$ cat src/rtl/pipeline_hazard_ctrl.sv
// pipeline_hazard_ctrl
//   Stall/flush/forward controller for a 5-stage pipeline. It detects load-use
//   hazards, squashes wrong-path instructions on a taken branch, and freezes
//   the pipe while data memory is busy. A run of not-ready memory cycles that
//   lasts too long parks the controller in HALT until reset. Stall and flush
//   events go to saturating debug counters.
//
// Parameters
//   MEM_TIMEOUT  consecutive not-ready MEM cycles before HALT (0 = never)
//   CNT_W        width of stall_cnt / flush_cnt
//
// Ports
//   clk, reset                    clock; synchronous active-low reset
//   id_rs1/id_rs2, id_use_rs1/2   sources of the ID instruction and their use
//   ex_rs1/ex_rs2, ex_rd          sources and destination held in ID/EX
//   ex_MemRead                    the ID/EX instruction is a load
//   br_taken                      branch resolved taken in EX
//   mem_rd, mem_RegWrite          EX/MEM destination and write flag
//   wb_rd, wb_RegWrite            MEM/WB destination and write flag
//   mem_req, mem_ready            MEM access present / completing this cycle
//   pc_we..exmem_we               pipeline register load enables
//   ifid/idex/memwb_flush         load a bubble (overrides the matching _we)
//   fwd_a, fwd_b                  00 regfile, 10 EX/MEM, 01 MEM/WB
//   mem_err                       high while halted
//   stall_cnt, flush_cnt          saturating event counters
module pipeline_hazard_ctrl #(
  parameter int unsigned MEM_TIMEOUT = 16,
  parameter int unsigned CNT_W       = 16
) (
  input  logic             clk,
  input  logic             reset,
  input  logic [4:0]       id_rs1,
  input  logic [4:0]       id_rs2,
  input  logic             id_use_rs1,
  input  logic             id_use_rs2,
  input  logic [4:0]       ex_rs1,
  input  logic [4:0]       ex_rs2,
  input  logic [4:0]       ex_rd,
  input  logic             ex_MemRead,
  input  logic             br_taken,
  input  logic [4:0]       mem_rd,
  input  logic             mem_RegWrite,
  input  logic [4:0]       wb_rd,
  input  logic             wb_RegWrite,
  input  logic             mem_req,
  input  logic             mem_ready,
  output logic             pc_we,
  output logic             ifid_we,
  output logic             idex_we,
  output logic             exmem_we,
  output logic             ifid_flush,
  output logic             idex_flush,
  output logic             memwb_flush,
  output logic [1:0]       fwd_a,
  output logic [1:0]       fwd_b,
  output logic             mem_err,
  output logic [CNT_W-1:0] stall_cnt,
  output logic [CNT_W-1:0] flush_cnt
);

  typedef enum logic [1:0] {
    RUN      = 2'd0,
    MEM_WAIT = 2'd1,
    HALT     = 2'd2
  } state_t;

  // Wide enough to hold MEM_TIMEOUT itself so wait_cnt+1 can be compared.
  localparam int unsigned WAIT_W = (MEM_TIMEOUT < 2) ? 1 : $clog2(MEM_TIMEOUT + 1);
  localparam logic [WAIT_W:0]   TIMEOUT_V = (WAIT_W + 1)'(MEM_TIMEOUT);
  localparam logic [WAIT_W-1:0] WAIT_ONE  = WAIT_W'(1);

  state_t            state_q, state_d;
  logic [WAIT_W-1:0] wait_q, wait_d;
  logic [CNT_W-1:0]  stall_q, flush_q;
  logic              stall_inc, flush_inc;

  logic       memstall;
  logic       loaduse;
  logic [WAIT_W:0] wait_inc;
  logic [1:0] fwd_a_raw, fwd_b_raw;

  assign memstall = mem_req & ~mem_ready;
  assign loaduse  = ex_MemRead & (ex_rd != 5'd0) &
                    ((id_use_rs1 & (id_rs1 == ex_rd)) |
                     (id_use_rs2 & (id_rs2 == ex_rd)));
  assign wait_inc = {1'b0, wait_q} + {{WAIT_W{1'b0}}, 1'b1};

  // EX/MEM is the younger producer, so it takes precedence over MEM/WB.
  always_comb begin
    fwd_a_raw = 2'b00;
    fwd_b_raw = 2'b00;
    if (mem_RegWrite && mem_rd != 5'd0 && mem_rd == ex_rs1)
      fwd_a_raw = 2'b10;
    else if (wb_RegWrite && wb_rd != 5'd0 && wb_rd == ex_rs1)
      fwd_a_raw = 2'b01;
    if (mem_RegWrite && mem_rd != 5'd0 && mem_rd == ex_rs2)
      fwd_b_raw = 2'b10;
    else if (wb_RegWrite && wb_rd != 5'd0 && wb_rd == ex_rs2)
      fwd_b_raw = 2'b01;
  end

  always_comb begin
    state_d     = state_q;
    wait_d      = wait_q;
    stall_inc   = 1'b0;
    flush_inc   = 1'b0;
    pc_we       = 1'b0;
    ifid_we     = 1'b0;
    idex_we     = 1'b0;
    exmem_we    = 1'b0;
    ifid_flush  = 1'b0;
    idex_flush  = 1'b0;
    memwb_flush = 1'b0;
    mem_err     = 1'b0;
    fwd_a       = fwd_a_raw;
    fwd_b       = fwd_b_raw;

    if (!reset) begin
      // Bubble everything while reset is held so nothing stale propagates.
      ifid_flush  = 1'b1;
      idex_flush  = 1'b1;
      memwb_flush = 1'b1;
      fwd_a       = 2'b00;
      fwd_b       = 2'b00;
      state_d     = RUN;
      wait_d      = '0;
    end else if (state_q == HALT) begin
      // Frozen with no bubbles; only reset leaves this state.
      mem_err = 1'b1;
    end else if (memstall) begin
      // Freeze everything upstream of MEM; MEM/WB takes a bubble each cycle.
      memwb_flush = 1'b1;
      stall_inc   = 1'b1;
      if (state_q == MEM_WAIT) begin
        if (MEM_TIMEOUT != 0 && wait_inc == TIMEOUT_V)
          state_d = HALT;
        else if (wait_q != '1)
          wait_d = wait_inc[WAIT_W-1:0];
      end else if (MEM_TIMEOUT == 1) begin
        state_d = HALT;
      end else begin
        state_d = MEM_WAIT;
        wait_d  = WAIT_ONE;
      end
    end else begin
      // Memory done (or idle): a branch frozen in EX is acted on right here.
      state_d = RUN;
      wait_d  = '0;
      if (br_taken) begin
        pc_we      = 1'b1;
        ifid_we    = 1'b1;
        idex_we    = 1'b1;
        exmem_we   = 1'b1;
        ifid_flush = 1'b1;
        idex_flush = 1'b1;
        flush_inc  = 1'b1;
      end else if (loaduse) begin
        // Hold PC and IF/ID, inject one bubble into ID/EX, let the load move on.
        idex_we    = 1'b1;
        exmem_we   = 1'b1;
        idex_flush = 1'b1;
        stall_inc  = 1'b1;
      end else begin
        pc_we    = 1'b1;
        ifid_we  = 1'b1;
        idex_we  = 1'b1;
        exmem_we = 1'b1;
      end
    end
  end

  always_ff @(posedge clk) begin
    if (!reset) begin
      state_q <= RUN;
      wait_q  <= '0;
      stall_q <= '0;
      flush_q <= '0;
    end else begin
      state_q <= state_d;
      wait_q  <= wait_d;
      if (stall_inc && stall_q != '1)
        stall_q <= stall_q + {{(CNT_W-1){1'b0}}, 1'b1};
      if (flush_inc && flush_q != '1)
        flush_q <= flush_q + {{(CNT_W-1){1'b0}}, 1'b1};
    end
  end

  assign stall_cnt = stall_q;
  assign flush_cnt = flush_q;

endmodule

$ cat config.mk
export PLATFORM = sky130hd
export DESIGN_NAME = pipeline_hazard_ctrl
export DESIGN_NICKNAME = d
export VERILOG_FILES = /design/src/rtl/pipeline_hazard_ctrl.sv
export SDC_FILE = /design/constraint.sdc
export NUM_CORES = 1
export LEC_CHECK = 0
export ABC_AREA = 1
export CAP_MARGIN = 40
export CORE_UTILIZATION = 45
export CTS_CLUSTER_DIAMETER = 40
export CTS_CLUSTER_SIZE = 20
export DETAILED_ROUTE_END_ITERATION = 16
export PLACE_DENSITY = 0.83
export SLEW_MARGIN = 10
export SYNTH_ARGS = -nofsm -noshare
export SYNTH_HDL_FRONTEND = slang
export SYNTH_SLANG_ARGS = --single-unit
$ cat constraint.sdc
create_clock -name clk -period 4.6 [get_ports clk]
set_input_delay 0.46 -clock clk [delete_from_list [all_inputs] [get_ports clk]]
set_output_delay 0.46 -clock clk [all_outputs]
set_load 0.02 [all_outputs]
==> results of run 1 <==
flip-flops by register name, summed over array words and instances, names as in the netlist:
name       flops
flush_cnt     16
stall_cnt     16
state_q        2
wait_q         5
layer usage:
| metal | GRT usage | share of wire | routed length [um] | vias up |
|---|---|---|---|---|
| li1 | - | - | - | 1685 |
| met1 | 0.243 | 0.43 | 3130 | 1471 |
| met2 | 0.405 | 0.50 | 3600 | 91 |
| met3 | 0.0475 | 0.054 | 392 | 11 |
| met4 | 0.0508 | 0.012 | 84 | 0 |
| met5 | 0 | 0 | 0 | - |
kinds of logic (layout without fill, tap and decap cells):
kind of cell    count (synthesis)  after routing  share of synthesized area
compound gates                 34             34                     0.0616
buf+inv                       105            186                      0.149
flops                          39             39                      0.262
simple gates                  284            284                      0.447
fa+ha+maj                       4              4                     0.0168
xor+xnor                       22             22                     0.0645
Yosys cell counts (2+ instances only):
cell / n
xnor2_1: 7
nand2_1: 125
dfxtp_1: 39
o21ai_1: 4
buf_1: 2
xor2_1: 15
nor4_1: 3
nand2_2: 4
nor2_2: 4
buf_6: 4
nand3b_1: 5
inv_2: 10
nor3_2: 2
ha_1: 4
nor2_1: 61
nor2_4: 3
nor3_1: 12
nor3b_1: 2
or2_2: 3
clkbuf_1: 2
a21oi_1: 19
nand3_1: 31
nand3_2: 3
buf_2: 4
nand4_1: 20
inv_1: 78
o21ai_0: 7
buf_4: 3
stage by stage:
step | cell area [um2] | power (mW) | utilization | hold WS, ns | std cells
2_1_floorplan | 2990 | 0.437 | - | 0.454 | 488
3_3_place_gp | 3860 | 0.501 | 0.604 | 0.469 | 638
4_1_cts | 3940 | 0.729 | 0.617 | 0.486 | 646
6_report | 3940 | 0.725 | 0.617 | 0.486 | 646
5_1_grt | 3940 | 0.763 | 0.617 | 0.510 | 646
3_5_place_dp | 3860 | 0.506 | 0.604 | 0.474 | 638
final cells by class:
type / instances / area (um2)
multi-input combinational: 344 / 1760
clock inverter: 1 / 5.00
timing repair buffer: 89 / 888
sequential: 39 / 781
inverter: 89 / 334
fill: 596 / 2440
tap: 77 / 96.3
clock buffer: 7 / 76.3
worst min-delay path by stage:
| stage | start | end | slack [ns] |
|---|---|---|---|
| finish | flush_cnt[15] | flush_cnt[15] | 0.49 |
| global route | flush_cnt[15] | flush_cnt[15] | 0.51 |
| CTS | flush_cnt[15] | flush_cnt[15] | 0.49 |
| detailed placement | flush_cnt[15] | flush_cnt[15] | 0.47 |
| global placement | wait_q[3] | wait_q[3] | 0.47 |
| floorplan | wait_q[3] | wait_q[3] | 0.45 |
report_power, final:
group | switching (mW) | internal [mW]
combinational | 0.0779 | 0.0732
clock | 0.120 | 0.107
sequential | 0.00579 | 0.341
total | 0.203 | 0.521
worst reg2reg max path, cell delays in order, from the launching register on:
cell	delay, ns
dfxtp_1	0.41
ha_1	0.23
nand3_1	0.11
nor3_1	0.21
nand3_1	0.12
nand2_2	0.24
inv_2	0.14
nand2_1	0.14
nor2_1	0.06
nor2_1	0.08
nor3_1	0.05
==> results.json, run 1 <==
{
  "status": "completed",
  "die_area_um2": 6960,
  "maxSlewHeadroom": 0.401,
  "crit_start": "reset",
  "crit_end": "fwd_b[0]",
  "drt-initial-drc-count": 134,
  "cp.buffers_inverters": 3,
  "grt_pass1_wl_um": 12500,
  "wl_per_cell_um": 11.2,
  "final_common_cell": "nand2_1",
  "crit_chain": "clkdlybuf4s50_1 -> inv_1 -> a21oi_1 -> o211ai_1 -> nor3_1 -> clkdlybuf4s50_1",
  "slowest_stage": "clkdlybuf4s50_1",
  "insertion_delay_ns": 0.29,
  "antennaDiodeCount": 0,
  "ir_drop_v": 0.000129,
  "die_w_um": 83.5,
  "fin_tns_setup_ns": 0,
  "netlist.area_leader.share": 0.262,
  "critical_path_arrival_ns": 3.06,
  "initial_core_util": 0.467,
  "htree_levels": 2,
  "grt_overflow_total": 0,
  "final_layout_size_suffix_gt1_frac": 0.0721,
  "antenna_found_initial": 0,
  "reg2reg_slack_ns": 2.67,
  "dp_hpwl_um": 5550,
  "clock_sinks": 39,
  "rows": 29,
  "yosysSeqAreaShare": 0.262,
  "slowest_delay_ns": 0.90,
  "hold_buffers": 0,
  "reg2regPathDepth": 10,
  "drv_slew": 0,
  "rsz0062_at_grt": "no",
  "synth_cells": 488,
  "ant_nets": 0,
  "cts_root_buf": "clkbuf_8",
  "numCtsBuffers": 5,
  "tightestPinTransition_ns": 0.897,
  "setup_viol": 0,
  "min_period_ns": 3.52,
  "totalWireLength_um": 7210,
  "area_growth_syn_to_layout_pct": 32.0,
  "synth_edf_count": 0,
  "required_ns": 4.14,
  "nets": 617,
  "fin_worst_skew_ns": 0.0123,
  "syn-mean-instance-area_um2": 6.12,
  "fmax_mhz": 284,
  "async_flop_share": 0,
  "synth_area_um2": 2990,
  "tritoncts": "yes",
  "yosysTopAreaCell": "dfxtp_1",
  "r2r_end": "flush_cnt[11]",
  "finalWorstSetupSlack_ns": 1.08,
  "cp_max_fo": 21,
  "dr_total_vias": 3258,
  "routabilityCongestion": 0.837,
  "clockBufferDepth": 2,
  "hold_depth": 2,
  "crit_type": "primary input to output port",
  "end_kind": "output port",
  "period_share": 0.766,
  "syn_nets": 537,
  "max-cap-violations": 0,
  "p_leak_nw": 1.66,
  "cts_setup_buffers": 0,
  "powerDensity_nw_per_um2": 184,
  "min-delay-path-class": "flip-flop to flip-flop",
  "crit_path_start_kind": "primary input",
  "grt_usage": 0.214,
  "place_ws_ns": 1.05,
  "critPathTopFamily": "buffers and inverters",
  "dieHeight_um": 83.5,
  "r2r-start": "flush_cnt[0]",
  "avgViaCountPerCell": 5.04,
  "ys_ff_latch": 39,
  "grt_max_degree": 31,
  "grt_pass1_vias": 3021,
  "crit_top_cell": "clkdlybuf4s50_1",
  "drt-pass1-iter-count": 4,
  "clkTransAtPathRegs_ns": 0.07,
  "synth_ff_type": "dfxtp_1",
  "yosysWarnings": 0,
  "io_buffers": 88,
  "synth_cell_type_count": 40,
  "route.detailed.drc": 0,
  "synth_area_leaders": "dfxtp_1, nand2_1, inv_1",
  "hold_violations": 0,
  "core_um2": 6390,
  "path_depth": 6,
  "mostFrequentLayoutCells": "nand2_1, clkdlybuf4s50_1, inv_1",
  "cts.repair.resized": 0,
  "io_pins": 89
}
Power figures use the tool's default switching activity.
==> inputs of run 2 (changes only) <==
- clock period: 4.6 -> 3.4 ns (I/O delays scaled with it)
==> run 2 against run 1 <==
Via count down 0.46%. Non-clock buffer count up 3. Critical endpoint is now fwd_b[1]. Largest power group unchanged. Hold slack worse by 0.00070 ns.
==> results.json, run 2 (synthesis gave the netlist of run 1 again) <==
{
  "status": "completed",
  "core_um2": 6390,
  "cp_max_fo": 3,
  "drv_slew": 0,
  "required_ns": 3.06,
  "io_buffers": 88,
  "tightestPinTransition_ns": 0.868,
  "power_mw": 0.995,
  "fin_worst_skew_ns": 0.00266,
  "drt-initial-drc-count": 147,
  "hold_buffers": 0,
  "antennaDiodeCount": 0,
  "r2r-start": "stall_cnt[1]",
  "initial_core_util": 0.467,
  "dr_total_vias": 3243,
  "crit_start": "mem_rd[3]",
  "area_growth_syn_to_layout_pct": 33.0,
  "nets": 620,
  "route.detailed.drc": 0,
  "rows": 29,
  "min-delay-path-class": "flip-flop to flip-flop",
  "wl_per_cell_um": 11.1,
  "r2r_end": "stall_cnt[11]",
  "numCtsBuffers": 5,
  "ir_drop_v": 0.000197,
  "final_common_cell": "nand2_1",
  "routabilityCongestion": 0.858,
  "cts.repair.resized": 0,
  "p_leak_nw": 1.67,
  "die_w_um": 83.5,
  "reg2regPathDepth": 10,
  "clockBufferDepth": 2,
  "dieHeight_um": 83.5,
  "clkTransAtPathRegs_ns": 0.08,
  "reg2reg_slack_ns": 1.54,
  "clock_sinks": 39,
  "dp_hpwl_um": 5570,
  "insertion_delay_ns": 0.29,
  "setup_viol": 0,
  "antenna_found_initial": 0,
  "nFillCells": 587,
  "maxSlewHeadroom": 0.421,
  "seq_area_um2": 781,
  "grt_pass1_vias": 3096,
  "cts_root_buf": "clkbuf_8",
  "cts_setup_buffers": 0,
  "min_period_ns": 2.69,
  "final_layout_size_suffix_gt1_frac": 0.0804,
  "critical_path_arrival_ns": 2.35,
  "end_kind": "output port",
  "drt-pass1-iter-count": 4,
  "tritoncts": "yes",
  "fin_tns_setup_ns": 0,
  "max-cap-violations": 0,
  "grt_max_degree": 30,
  "avgViaCountPerCell": 5.00,
  "mostFrequentLayoutCells": "nand2_1, clkdlybuf4s50_1, inv_1",
  "totalWireLength_um": 7200,
  "grt_usage": 0.216,
  "htree_levels": 2,
  "crit_end": "fwd_b[1]",
  "powerDensity_nw_per_um2": 251,
  "crit_type": "primary input to output port",
  "multi_input_area_um2": 1760,
  "ant_nets": 0,
  "crit_path_start_kind": "primary input",
  "die_area_um2": 6960,
  "grt_overflow_total": 0,
  "hold_depth": 2,
  "hold_violations": 0,
  "grt_pass1_wl_um": 12600,
  "fmax_mhz": 372,
  "io_pins": 89,
  "period_share": 0.791,
  "rsz0062_at_grt": "no"
}
run 2: changes by cell type in the layout (fill, tap and decap cells not counted):
cell	change
clkbuf_1	-2
clkinvlp_4	+2
buf_4	+3
run 2: cell type report:
class | instances | area share
timing repair buffer | 92 | 0.229
sequential | 39 | 0.197
clock inverter | 3 | 0.00504
tap | 77 | 0.0243
clock buffer | 5 | 0.0173
multi-input combinational | 344 | 0.443
inverter | 89 | 0.0841
run 2: how the worst min path moves through the flow:
| stage | from | endpoint | slack, ns |
|---|---|---|---|
| 5_1_grt | wait_q[1] | wait_q[1] | 0.52 |
| 3_3_place_gp | wait_q[3] | wait_q[3] | 0.47 |
| 4_1_cts | flush_cnt[15] | flush_cnt[15] | 0.49 |
| 3_5_place_dp | wait_q[1] | wait_q[1] | 0.48 |
| 2_1_floorplan | wait_q[3] | wait_q[3] | 0.45 |
| 6_report | flush_cnt[15] | flush_cnt[15] | 0.49 |
run 2: stage by stage:
stage | std cells | area [um2] | hold WS (ns) | setup WS [ns] | util
2_1_floorplan | 488 | 2990 | 0.454 | 1.54 | -
3_3_place_gp | 641 | 3880 | 0.468 | 0.766 | 0.608
3_5_place_dp | 641 | 3880 | 0.476 | 0.710 | 0.608
4_1_cts | 649 | 3970 | 0.489 | 0.694 | 0.622
5_1_grt | 649 | 3970 | 0.519 | 0.632 | 0.622
6_report | 649 | 3970 | 0.485 | 0.712 | 0.622
run 2: where the power goes:
part	internal, mW	switching (mW)	total [mW]
registers	0.462	0.00783	0.470
logic	0.101	0.105	0.206
clock network	0.143	0.177	0.320
total	0.706	0.289	0.995
run 2: per-layer routing:
layer | wire length, um | global-route usage | vias up | part of all wire
met3 | 442 | 0.0534 | 9 | 0.061
met5 | 0 | 0 | - | 0
met2 | 3570 | 0.402 | 94 | 0.50
li1 | - | - | 1697 | -
met1 | 3110 | 0.238 | 1443 | 0.43
met4 | 81 | 0.0709 | 0 | 0.011
run 2: worst max-delay path, cell delays in order:
cell and delay (ns):
clkdlybuf4s50_1 0.46, xor2_1 0.18, or2_2 0.29, nor4_1 0.27, inv_1 0.09, nor2_1 0.11
clkdlybuf4s50_1 0.61
